<file path="src/rtl/spiral_pattern_gen_if.sv">
// Video timing in / pixel colour out bundle shared between the VGA timing
// block (master) and the spiral pattern generator (slave).
interface spiral_pattern_gen_if;
    logic [9:0] x;
    logic [9:0] y;
    logic       active;
    logic       next_frame;
    logic [5:0] rgb;
    logic       rgb_active;

    modport master (output x, y, active, next_frame, input rgb, rgb_active);
    modport slave  (input x, y, active, next_frame, output rgb, rgb_active);
endinterface

</file>
<file path="src/rtl/spiral_pattern_gen.sv">
// Rotating spiral / pinwheel / rings pattern with frame-latched mode and
// direction, palette cycling and a two-stage registered pixel pipeline.
module spiral_pattern_gen #(
    parameter int CENTER_X     = 320,
    parameter int CENTER_Y     = 240,
    parameter int NUM_ARMS     = 6,
    parameter int RADIUS_SHIFT = 4,
    parameter int MIN_RADIUS   = 20,
    parameter int PAL_DIV_LOG2 = 3
) (
    input  logic                 clk,
    input  logic                 rst,
    input  logic                 pattern_enable,
    input  logic [2:0]           step_size,
    input  logic                 direction,
    input  logic [1:0]           mode,
    input  logic                 palette_cycle,
    spiral_pattern_gen_if.slave  vid
);
    localparam int FD_W = PAL_DIV_LOG2 + 1;
    localparam logic [FD_W-1:0] DIV_MAX = FD_W'((1 << PAL_DIV_LOG2) - 1);
    localparam logic signed [10:0] CX_S = 11'(CENTER_X);
    localparam logic signed [10:0] CY_S = 11'(CENTER_Y);
    localparam logic [2:0] LAST_ARM = 3'(NUM_ARMS - 1);

    localparam logic [1:0] MODE_SPIRAL  = 2'd0;
    localparam logic [1:0] MODE_REVERSE = 2'd1;
    localparam logic [1:0] MODE_PINWHL  = 2'd2;

    function automatic logic [9:0] abs_diff(input logic [9:0] a, input logic signed [10:0] c);
        logic signed [10:0] d;
        d = $signed({1'b0, a}) - c;
        return d[10] ? 10'(-d) : d[9:0];
    endfunction

    // slot < NUM_ARMS and palette_idx < NUM_ARMS, so one subtraction suffices
    function automatic logic [2:0] wrap_arms(input logic [3:0] s);
        return (s >= 4'(NUM_ARMS)) ? 3'(s - 4'(NUM_ARMS)) : s[2:0];
    endfunction

    function automatic logic [5:0] colour_lut(input logic [2:0] i);
        case (i)
            3'd0:    return 6'b010001;
            3'd1:    return 6'b100011;
            3'd2:    return 6'b111010;
            3'd3:    return 6'b001110;
            3'd4:    return 6'b011101;
            3'd5:    return 6'b101111;
            3'd6:    return 6'b110000;
            default: return 6'b000111;
        endcase
    endfunction

    logic [7:0]      rot_acc_q, rot_acc_d;
    logic [1:0]      mode_q, mode_d;
    logic            dir_q, dir_d;
    logic [FD_W-1:0] frame_div_q, frame_div_d;
    logic [2:0]      palette_idx_q, palette_idx_d;

    logic [10:0] radius_p1_q, radius_p1_d;
    logic [2:0]  sector_p1_q, sector_p1_d;
    logic        vld_p1_q, vld_p1_d;
    logic [5:0]  rgb_p2_q, rgb_p2_d;
    logic        vld_p2_q, vld_p2_d;

    logic [9:0] dx, dy;
    logic [5:0] offset, angle, rterm, phase;
    logic [2:0] slot;
    logic       in_arm;

    always_comb begin
        rot_acc_d     = rot_acc_q;
        mode_d        = mode_q;
        dir_d         = dir_q;
        frame_div_d   = frame_div_q;
        palette_idx_d = palette_idx_q;
        if (pattern_enable && vid.next_frame) begin
            rot_acc_d = dir_q ? rot_acc_q - {5'b0, step_size} : rot_acc_q + {5'b0, step_size};
            mode_d    = mode;
            dir_d     = direction;
            if (palette_cycle) begin
                if (frame_div_q == DIV_MAX) begin
                    frame_div_d   = '0;
                    palette_idx_d = (palette_idx_q == LAST_ARM) ? 3'd0 : palette_idx_q + 3'd1;
                end else begin
                    frame_div_d = frame_div_q + FD_W'(1);
                end
            end
        end
    end

    // Stage 1: distance from centre and octant
    always_comb begin
        dx          = abs_diff(vid.x, CX_S);
        dy          = abs_diff(vid.y, CY_S);
        radius_p1_d = {1'b0, dx} + {1'b0, dy};
        sector_p1_d = {vid.x >= 10'(CENTER_X), vid.y >= 10'(CENTER_Y), dx > dy};
        vld_p1_d    = vid.active;
    end

    // Stage 2: phase, arm membership and colour
    always_comb begin
        offset = rot_acc_q[7:2];
        angle  = {sector_p1_q, 3'b000} + offset;
        rterm  = 6'(radius_p1_q >> RADIUS_SHIFT);
        case (mode_q)
            MODE_SPIRAL:  phase = angle - rterm;
            MODE_REVERSE: phase = angle + rterm;
            MODE_PINWHL:  phase = angle;
            default:      phase = rterm + offset;
        endcase
        slot     = phase[5:3];
        in_arm   = !phase[2] && ({1'b0, slot} < 4'(NUM_ARMS)) && (radius_p1_q > 11'(MIN_RADIUS));
        rgb_p2_d = (pattern_enable && vld_p1_q && in_arm)
                   ? colour_lut(wrap_arms({1'b0, slot} + {1'b0, palette_idx_q})) : 6'b0;
        vld_p2_d = vld_p1_q;
    end

    always_ff @(posedge clk or posedge rst) begin
        if (rst) begin
            rot_acc_q     <= '0;
            mode_q        <= '0;
            dir_q         <= 1'b0;
            frame_div_q   <= '0;
            palette_idx_q <= '0;
            radius_p1_q   <= '0;
            sector_p1_q   <= '0;
            vld_p1_q      <= 1'b0;
            rgb_p2_q      <= '0;
            vld_p2_q      <= 1'b0;
        end else begin
            rot_acc_q     <= rot_acc_d;
            mode_q        <= mode_d;
            dir_q         <= dir_d;
            frame_div_q   <= frame_div_d;
            palette_idx_q <= palette_idx_d;
            radius_p1_q   <= radius_p1_d;
            sector_p1_q   <= sector_p1_d;
            vld_p1_q      <= vld_p1_d;
            rgb_p2_q      <= rgb_p2_d;
            vld_p2_q      <= vld_p2_d;
        end
    end

    assign vid.rgb        = rgb_p2_q;
    assign vid.rgb_active = vld_p2_q;
endmodule

</file>
<file path="src/flat_wrapper.sv">
// flat-port wrapper written by rule: the top's interface ports become plain ports
module spiral_pattern_gen_flat 
#(
    parameter int CENTER_X     = 320,
    parameter int CENTER_Y     = 240,
    parameter int NUM_ARMS     = 6,
    parameter int RADIUS_SHIFT = 4,
    parameter int MIN_RADIUS   = 20,
    parameter int PAL_DIV_LOG2 = 3
)
  (clk, rst, pattern_enable, step_size, direction, mode, palette_cycle, vid_x, vid_y, vid_active, vid_next_frame, vid_rgb, vid_rgb_active);
  spiral_pattern_gen_if vid_i ();
  input  logic clk;
  input  logic rst;
  input  logic pattern_enable;
  input  logic [2:0] step_size;
  input  logic direction;
  input  logic [1:0] mode;
  input  logic palette_cycle;
  input wire logic [$bits(vid_i.x)-1:0] vid_x;
  input wire logic [$bits(vid_i.y)-1:0] vid_y;
  input wire logic [$bits(vid_i.active)-1:0] vid_active;
  input wire logic [$bits(vid_i.next_frame)-1:0] vid_next_frame;
  output wire logic [$bits(vid_i.rgb)-1:0] vid_rgb;
  output wire logic [$bits(vid_i.rgb_active)-1:0] vid_rgb_active;
  assign vid_i.x = vid_x;
  assign vid_i.y = vid_y;
  assign vid_i.active = vid_active;
  assign vid_i.next_frame = vid_next_frame;
  assign vid_rgb = vid_i.rgb;
  assign vid_rgb_active = vid_i.rgb_active;
  spiral_pattern_gen #(.CENTER_X(CENTER_X), .CENTER_Y(CENTER_Y), .NUM_ARMS(NUM_ARMS), .RADIUS_SHIFT(RADIUS_SHIFT), .MIN_RADIUS(MIN_RADIUS), .PAL_DIV_LOG2(PAL_DIV_LOG2)) u_core (.clk(clk), .rst(rst), .pattern_enable(pattern_enable), .step_size(step_size), .direction(direction), .mode(mode), .palette_cycle(palette_cycle), .vid(vid_i));
endmodule
</file>
<file path="config.mk">
export PLATFORM = sky130hd
export DESIGN_NAME = spiral_pattern_gen_flat
export DESIGN_NICKNAME = d
export VERILOG_FILES = /design/src/rtl/spiral_pattern_gen_if.sv /design/src/rtl/spiral_pattern_gen.sv /design/src/flat_wrapper.sv
export SDC_FILE = /design/constraint.sdc
export NUM_CORES = 1
export LEC_CHECK = 0
export BUFFER_PORTS_ARGS = -buffer_cell sky130_fd_sc_hd__buf_2
export CORE_MARGIN = 2
export CORE_UTILIZATION = 55
export DETAILED_ROUTE_END_ITERATION = 8
export GPL_TIMING_DRIVEN = 1
export PLACE_DENSITY = 0.86
export SYNTH_ARGS = -nofsm -noshare
export SYNTH_HDL_FRONTEND = slang
export SYNTH_SLANG_ARGS = --single-unit
</file>
<file path="constraint.sdc">
create_clock -name clk -period 5.3 [get_ports clk]
set_clock_uncertainty 0.05 [all_clocks]
set_input_delay 0 -clock clk [delete_from_list [all_inputs] [get_ports clk]]
set_output_delay 0 -clock clk [all_outputs]
set_load 0.01 [all_outputs]
</file>
**Word-level counts from Yosys, hierarchy flattened**

Index checks and enable logic that the tools add are counted.
W data, S select, Z words.

- Input bits: 32
- Word-level logic and storage cells: 60
- Bits in registers: 40

- Reduce and logical (&&, ||, !) cells: 10
- Magnitude comparators: 6
- Multiplexer cells: 9
- Equal/unequal tests: 10
- $add $sub $neg: 15

Operators with widths:

| cell | number |
|---|---|
| $pmux W6 S7 | 1 |
| $mux W10 | 2 |
| $neg A10 Y10 | 2 |
| $add A6 B6 Y6 | 3 |
| $pmux W6 S3 | 1 |
| $eq A3 B3 Y1 const B | 4 |
| $add A10 B10 Y11 | 1 |
| $gt A11 B5 Y1 const B | 1 |
| $sub A10 B8 Y11 const B | 1 |
| $sub A10 B9 Y11 const B | 1 |
| $ge A10 B8 Y1 const B | 1 |
| $ge A10 B9 Y1 const B | 1 |
| $gt A10 B10 Y1 | 1 |
| $add A8 B3 Y8 | 1 |
| $mux W8 | 1 |
| $sub A8 B3 Y8 | 1 |
| $eq A3 B2 Y1 const B | 2 |
| $mux W3 | 2 |
| $mux W6 | 1 |
| $sub A6 B6 Y6 | 1 |
| $logic_and A1 B1 Y1 | 5 |
| $add A3 B3 Y4 | 1 |
| $add A4 B1 Y4 const B | 1 |
| $eq A4 B3 Y1 const B | 1 |
| 13 further kinds | 13 |

**Logic depth before layout (Yosys ltp)**

- Depth in word-level cells: 9
- Gate-level depth with buffers: 23
- Depth with buffers taken out: 22

**Worst setup path after synthesis**

No wires, ideal clock.

- Kind: register -> register
- Start: register u_core.mode_q[0]
- End: register u_core.rgb_p2_q[2], in the netlist u_core.vid.rgb[2]
- Setup slack: 0.824 ns
- Buffers on the path: 2
- Data arrival time: 4.286 ns
- Period minus slack after synthesis: 4.476 ns
- Cell stages (with the launch flop): 21
- Setup time: 0.141 ns
- Cells stage by stage: dfrtp_1 -> buf_2 -> nor2b_1 -> mux2_2 -> ha_1 -> a31oi_1 -> o21ai_0 -> xor2_1 -> o32ai_1 -> inv_1 -> fa_1 -> clkbuf_1 -> nor2b_1 -> nand3_1 -> o21ai_0 -> a221o_1 -> inv_1 -> ha_1 -> or3_1 -> o21ai_0 -> a21oi_1

- Cells in the longest elaborated chain, start to end: 8
- Elaborated cells on any way between the ends: 22

Ends and longest elaborated chain:

| element | RTL line | source |
|---|---|---|
| from (decl) | spiral_pattern_gen.sv:55 | `logic [1:0] mode_q, mode_d;` |
| from (signal assigned) | spiral_pattern_gen.sv:133 | `mode_q <= mode_d;` |
| $eq A2 B2 Y1, or another cell as far along | spiral_pattern_gen.sv:106 | `case (mode_q)` |
| $pmux W6 S3 (*) | spiral_pattern_gen.sv:106 |  |
| $add A3 B3 Y4 | spiral_pattern_gen.sv:115 | `? colour_lut(wrap_arms({1'b0, slot} + {1'b0, palette_idx_q})) : 6'b0;` |
| $ge A4 B3 Y1 or $sub A3 B3 Y3 (tied branches) | spiral_pattern_gen.sv:38 | `return (s >= 4'(NUM_ARMS)) ? 3'(s - 4'(NUM_ARMS)) : s[2:0];` |
| $mux W3 | spiral_pattern_gen.sv:38 |  |
| $eq A3 B3 Y1, or another cell as far along | spiral_pattern_gen.sv:42 | `case (i)` |
| $pmux W6 S7 | spiral_pattern_gen.sv:42 |  |
| $mux W6 (*) | spiral_pattern_gen.sv:115 |  |
| named net u_core.rgb_p2_d[2] | spiral_pattern_gen.sv:63 | `logic [5:0] rgb_p2_q, rgb_p2_d;` |
| to (signal assigned) | spiral_pattern_gen.sv:140 | `rgb_p2_q <= rgb_p2_d;` |
| to (decl) | spiral_pattern_gen.sv:63 |  |

The timed path passes the listed nets; every way through them passes the cells marked *.
A chain may end at the register's enable or synchronous reset.

**Worst setup path after layout**

- Start: register u_core.mode_q[1]
- End: register u_core.rgb_p2_q[2], in the netlist u_core.vid.rgb[2]

The elaborated chain is that of the path after synthesis.

==> qor.yml <==
final_cells: 594
synth_top_area_share_pct: 25.9
reg2reg_to: "u_core.vid.rgb[2]$_DFF_PP0_"
synth-async-reset-ratio_pct: 100
area_growth_pct: 12.1
critPathRequiredTime_ns: 5.41
netlist_area_mm2: 0.00386
post-cts-setup-buffers: 0
grt_use_total_pct: 21.3
setup_viol: 0
post-route-period-util_pct: 90.3
viasPerCell: 5.58
drc: 0
min_path_type: "input pin to flip-flop"
ys_seq_area_share_pct: 25.9
io_pins: 39
postLayoutCoreUtil_pct: 63.8
timing.fmax_mhz: 209
design.core.area_mm2: 0.00679
grt_pass1_vias: 3128
r2r.worst_path.cells: 18
rrSetupSlack_ns: 0.51
wl_um: 7550
grt_max_degree: 41
cp-start-kind: "flip-flop"
cpMostUsedCell: "o21ai_0"
critPathBufInv: 2
detailed_place_hpwl_um: 6010
start_util_pct: 56.9
hold_viol: 0
max_stage_delay_ns: 0.72
worst_path_max_delay_cell: "fa_1"
gr-total-overflow: 0
ys_warn_count: 0
synthesis.nets: 542
layout.nets: 590
dieHeight_um: 87.8
die_w_um: 87.8
fin_tns_setup_ns: 0
slew_viol_final: 0
critPathMaxFanout: 14
n_antenna_cell: 0
synth_edf_count: 0
synth.distinct_cells: 57
path_delay_family: "adder cells"
slew_headroom_pct: 65.0
ys.flop_type: "dfrtp_1"
cts.sink_count: 40
synth-seq-cells: 40
n_fill_cell: 568
r2r_start: "u_core.mode_q[1]$_DFFE_PP0P_"
syn-mean-instance-area_um2: 8.61
synth_most_common_cell: "ha_1"
worst_pin_slew_ns: 0.525
die_area_mm2: 0.00771
firstDrtPassIters: 4
clkLatencyLatePin_ns: 0.29
status: "finished clean"
p_leak_nw: 2.14
hp-start: "vid_y[9]"
layout-drive-gt1-share_pct: 12.0
min_to: "u_core.sector_p1_q[1]$_DFF_PP0_"
grt_setup_unrepaired: "false"
cts_tree: "built"
hold_depth: 3
synth_area_leaders: "dfrtp_1 26%, ha_1 18%, xnor2_1 5.4%, xor2_1 4.8%, inv_1 4.2%"
synth_top_area_cell: "dfrtp_1"
wl_per_cell_um: 12.7
setup_ws_ns: 0.512
antenna_found_initial: 0
dp_slack_ns: 0.520
cp_data_arrival_time_ns: 4.90
power_w: 0.00252
syn-instance-count: 449
grt_pass1_wl_um: 13300
via_count: 3313
ir_drop_uv: 277
clockRootBuffer: "clkbuf_8"
cts_buffer_depth: 2
critPathKind: "flip-flop to flip-flop"
path_clk_slew_ns: 0.08
rows: 30
end_kind: "flip-flop"
dpl.cell_count: 576
layout_min_cycle_time_ns: 4.79
maxCapViolations: 0
port_buffers: 38
first_iter_violations: 135
cts_inserted_buffers: 5
ant_nets: 0
gp_congestion: 0.878
htree_num_levels: 2
powerDensity_mw_per_mm2: 583
crit_chain: "nor2b_2 > mux2_2 > ha_1 > a31oi_1 > o21ai_0 > xor2_1 > o32ai_1 > inv_1 > fa_1 > nor2b_1 > nand3_1 > o21ai_0 > a221o_1 > inv_1 > ha_1 > or3_1 > o21ai_0 > a21oi_1"
synth.top_cells.by_count: "57 x ha_1, 43 x inv_1, 42 x nor2_1"
## state kept, by name, summed over array words and instances, names as in the netlist
register	flops
u_core.vid.rgb	6
u_core.dir_q	1
u_core.mode_q	2
u_core.vid.rgb_active	1
u_core.rot_acc_q	8
u_core.vld_p1_q	1
u_core.sector_p1_q	3
u_core.frame_div_q	4
u_core.radius_p1_q	11
u_core.palette_idx_q	3
## power breakdown
group | switching [W] | internal (W)
clock network | 0.000101 | 0.000106
logic | 0.00102 | 0.000792
registers | 0.000107 | 0.000403
## worst max-delay path by stage
stage | end | startpoint | cells after the start | slack (ns)
after floorplan | u_core.vid.rgb[2]$_DFF_PP0_ | u_core.mode_q[0]$_DFFE_PP0P_ | 20 | 0.82
final | u_core.vid.rgb[2]$_DFF_PP0_ | u_core.mode_q[1]$_DFFE_PP0P_ | 18 | 0.51
after detailed placement | u_core.vid.rgb[2]$_DFF_PP0_ | u_core.mode_q[1]$_DFFE_PP0P_ | 18 | 0.52
after CTS | u_core.vid.rgb[2]$_DFF_PP0_ | u_core.mode_q[1]$_DFFE_PP0P_ | 18 | 0.42
after global placement | u_core.vid.rgb[2]$_DFF_PP0_ | u_core.mode_q[1]$_DFFE_PP0P_ | 18 | 0.61
after global routing | u_core.vid.rgb[2]$_DFF_PP0_ | u_core.mode_q[1]$_DFFE_PP0P_ | 18 | 0.03
## repair_timing
item | 4_1_cts | 5_1_grt
endpoints found under the setup margin | 0 | 2
hold endpoints to repair | 48 | 0
gates resized for setup | 0 | 1
hold buffers | 10 | 0
## cell families after synthesis
logic type      share of synthesized area (%)
xor+xnor                                 10.2
simple gates                             16.4
fa+ha+maj                                20.5
flops                                    25.9
buf+inv                                  5.25
compound gates                           18.1
mux                                      3.63
## per-layer routing
metal	wire length (µm)	global-route usage (%)	up-vias
met3	213	2.92	4
li1	-	-	1676
met2	3950	39.4	69
met4	66	7.69	0
met1	3320	25.0	1564
met5	0	0	-
## stage by stage
stage / hold WS (ns) / area, µm²
final: 0.0223 / 4330
after global routing: 0.00811 / 4330
after CTS: 0.00107 / 4330
after detailed placement: 0.0644 / 4140
after global placement: 0.0581 / 4140
after floorplan: -0.0186 / 3860
## placed cells by master (no fill, tap or decap), types with 14 or more instances in the layout
master,synthesis,routed
a21oi_1,27,27
nand2_1,33,33
xor2_1,21,21
nor3_1,14,14
nor2_1,42,42
dfrtp_1,40,40
ha_1,57,57
buf_2,3,38
o21ai_0,22,22
xnor2_1,24,24
inv_1,43,43
## worst reg2reg max path, stage by stage, from the launching register on
cell,delay (ns)
dfrtp_1,0.52
nor2b_2,0.27
mux2_2,0.36
ha_1,0.29
a31oi_1,0.25
o21ai_0,0.18
xor2_1,0.17
o32ai_1,0.20
inv_1,0.14
fa_1,0.72
nor2b_1,0.23
nand3_1,0.08
o21ai_0,0.08
a221o_1,0.20
inv_1,0.08
ha_1,0.17
or3_1,0.42
o21ai_0,0.16
a21oi_1,0.08
## area by class of cell
cell class              count  area (µm²)  area share, %
clock buffers               8        90.1           2.08
inverters                  43         161           3.73
multi-input cells         358        2660           61.4
flip-flops and latches     40        1000           23.1
well taps                  96         120           2.77
repair buffers             49         298           6.87
(Power assumes the default switching activity.)
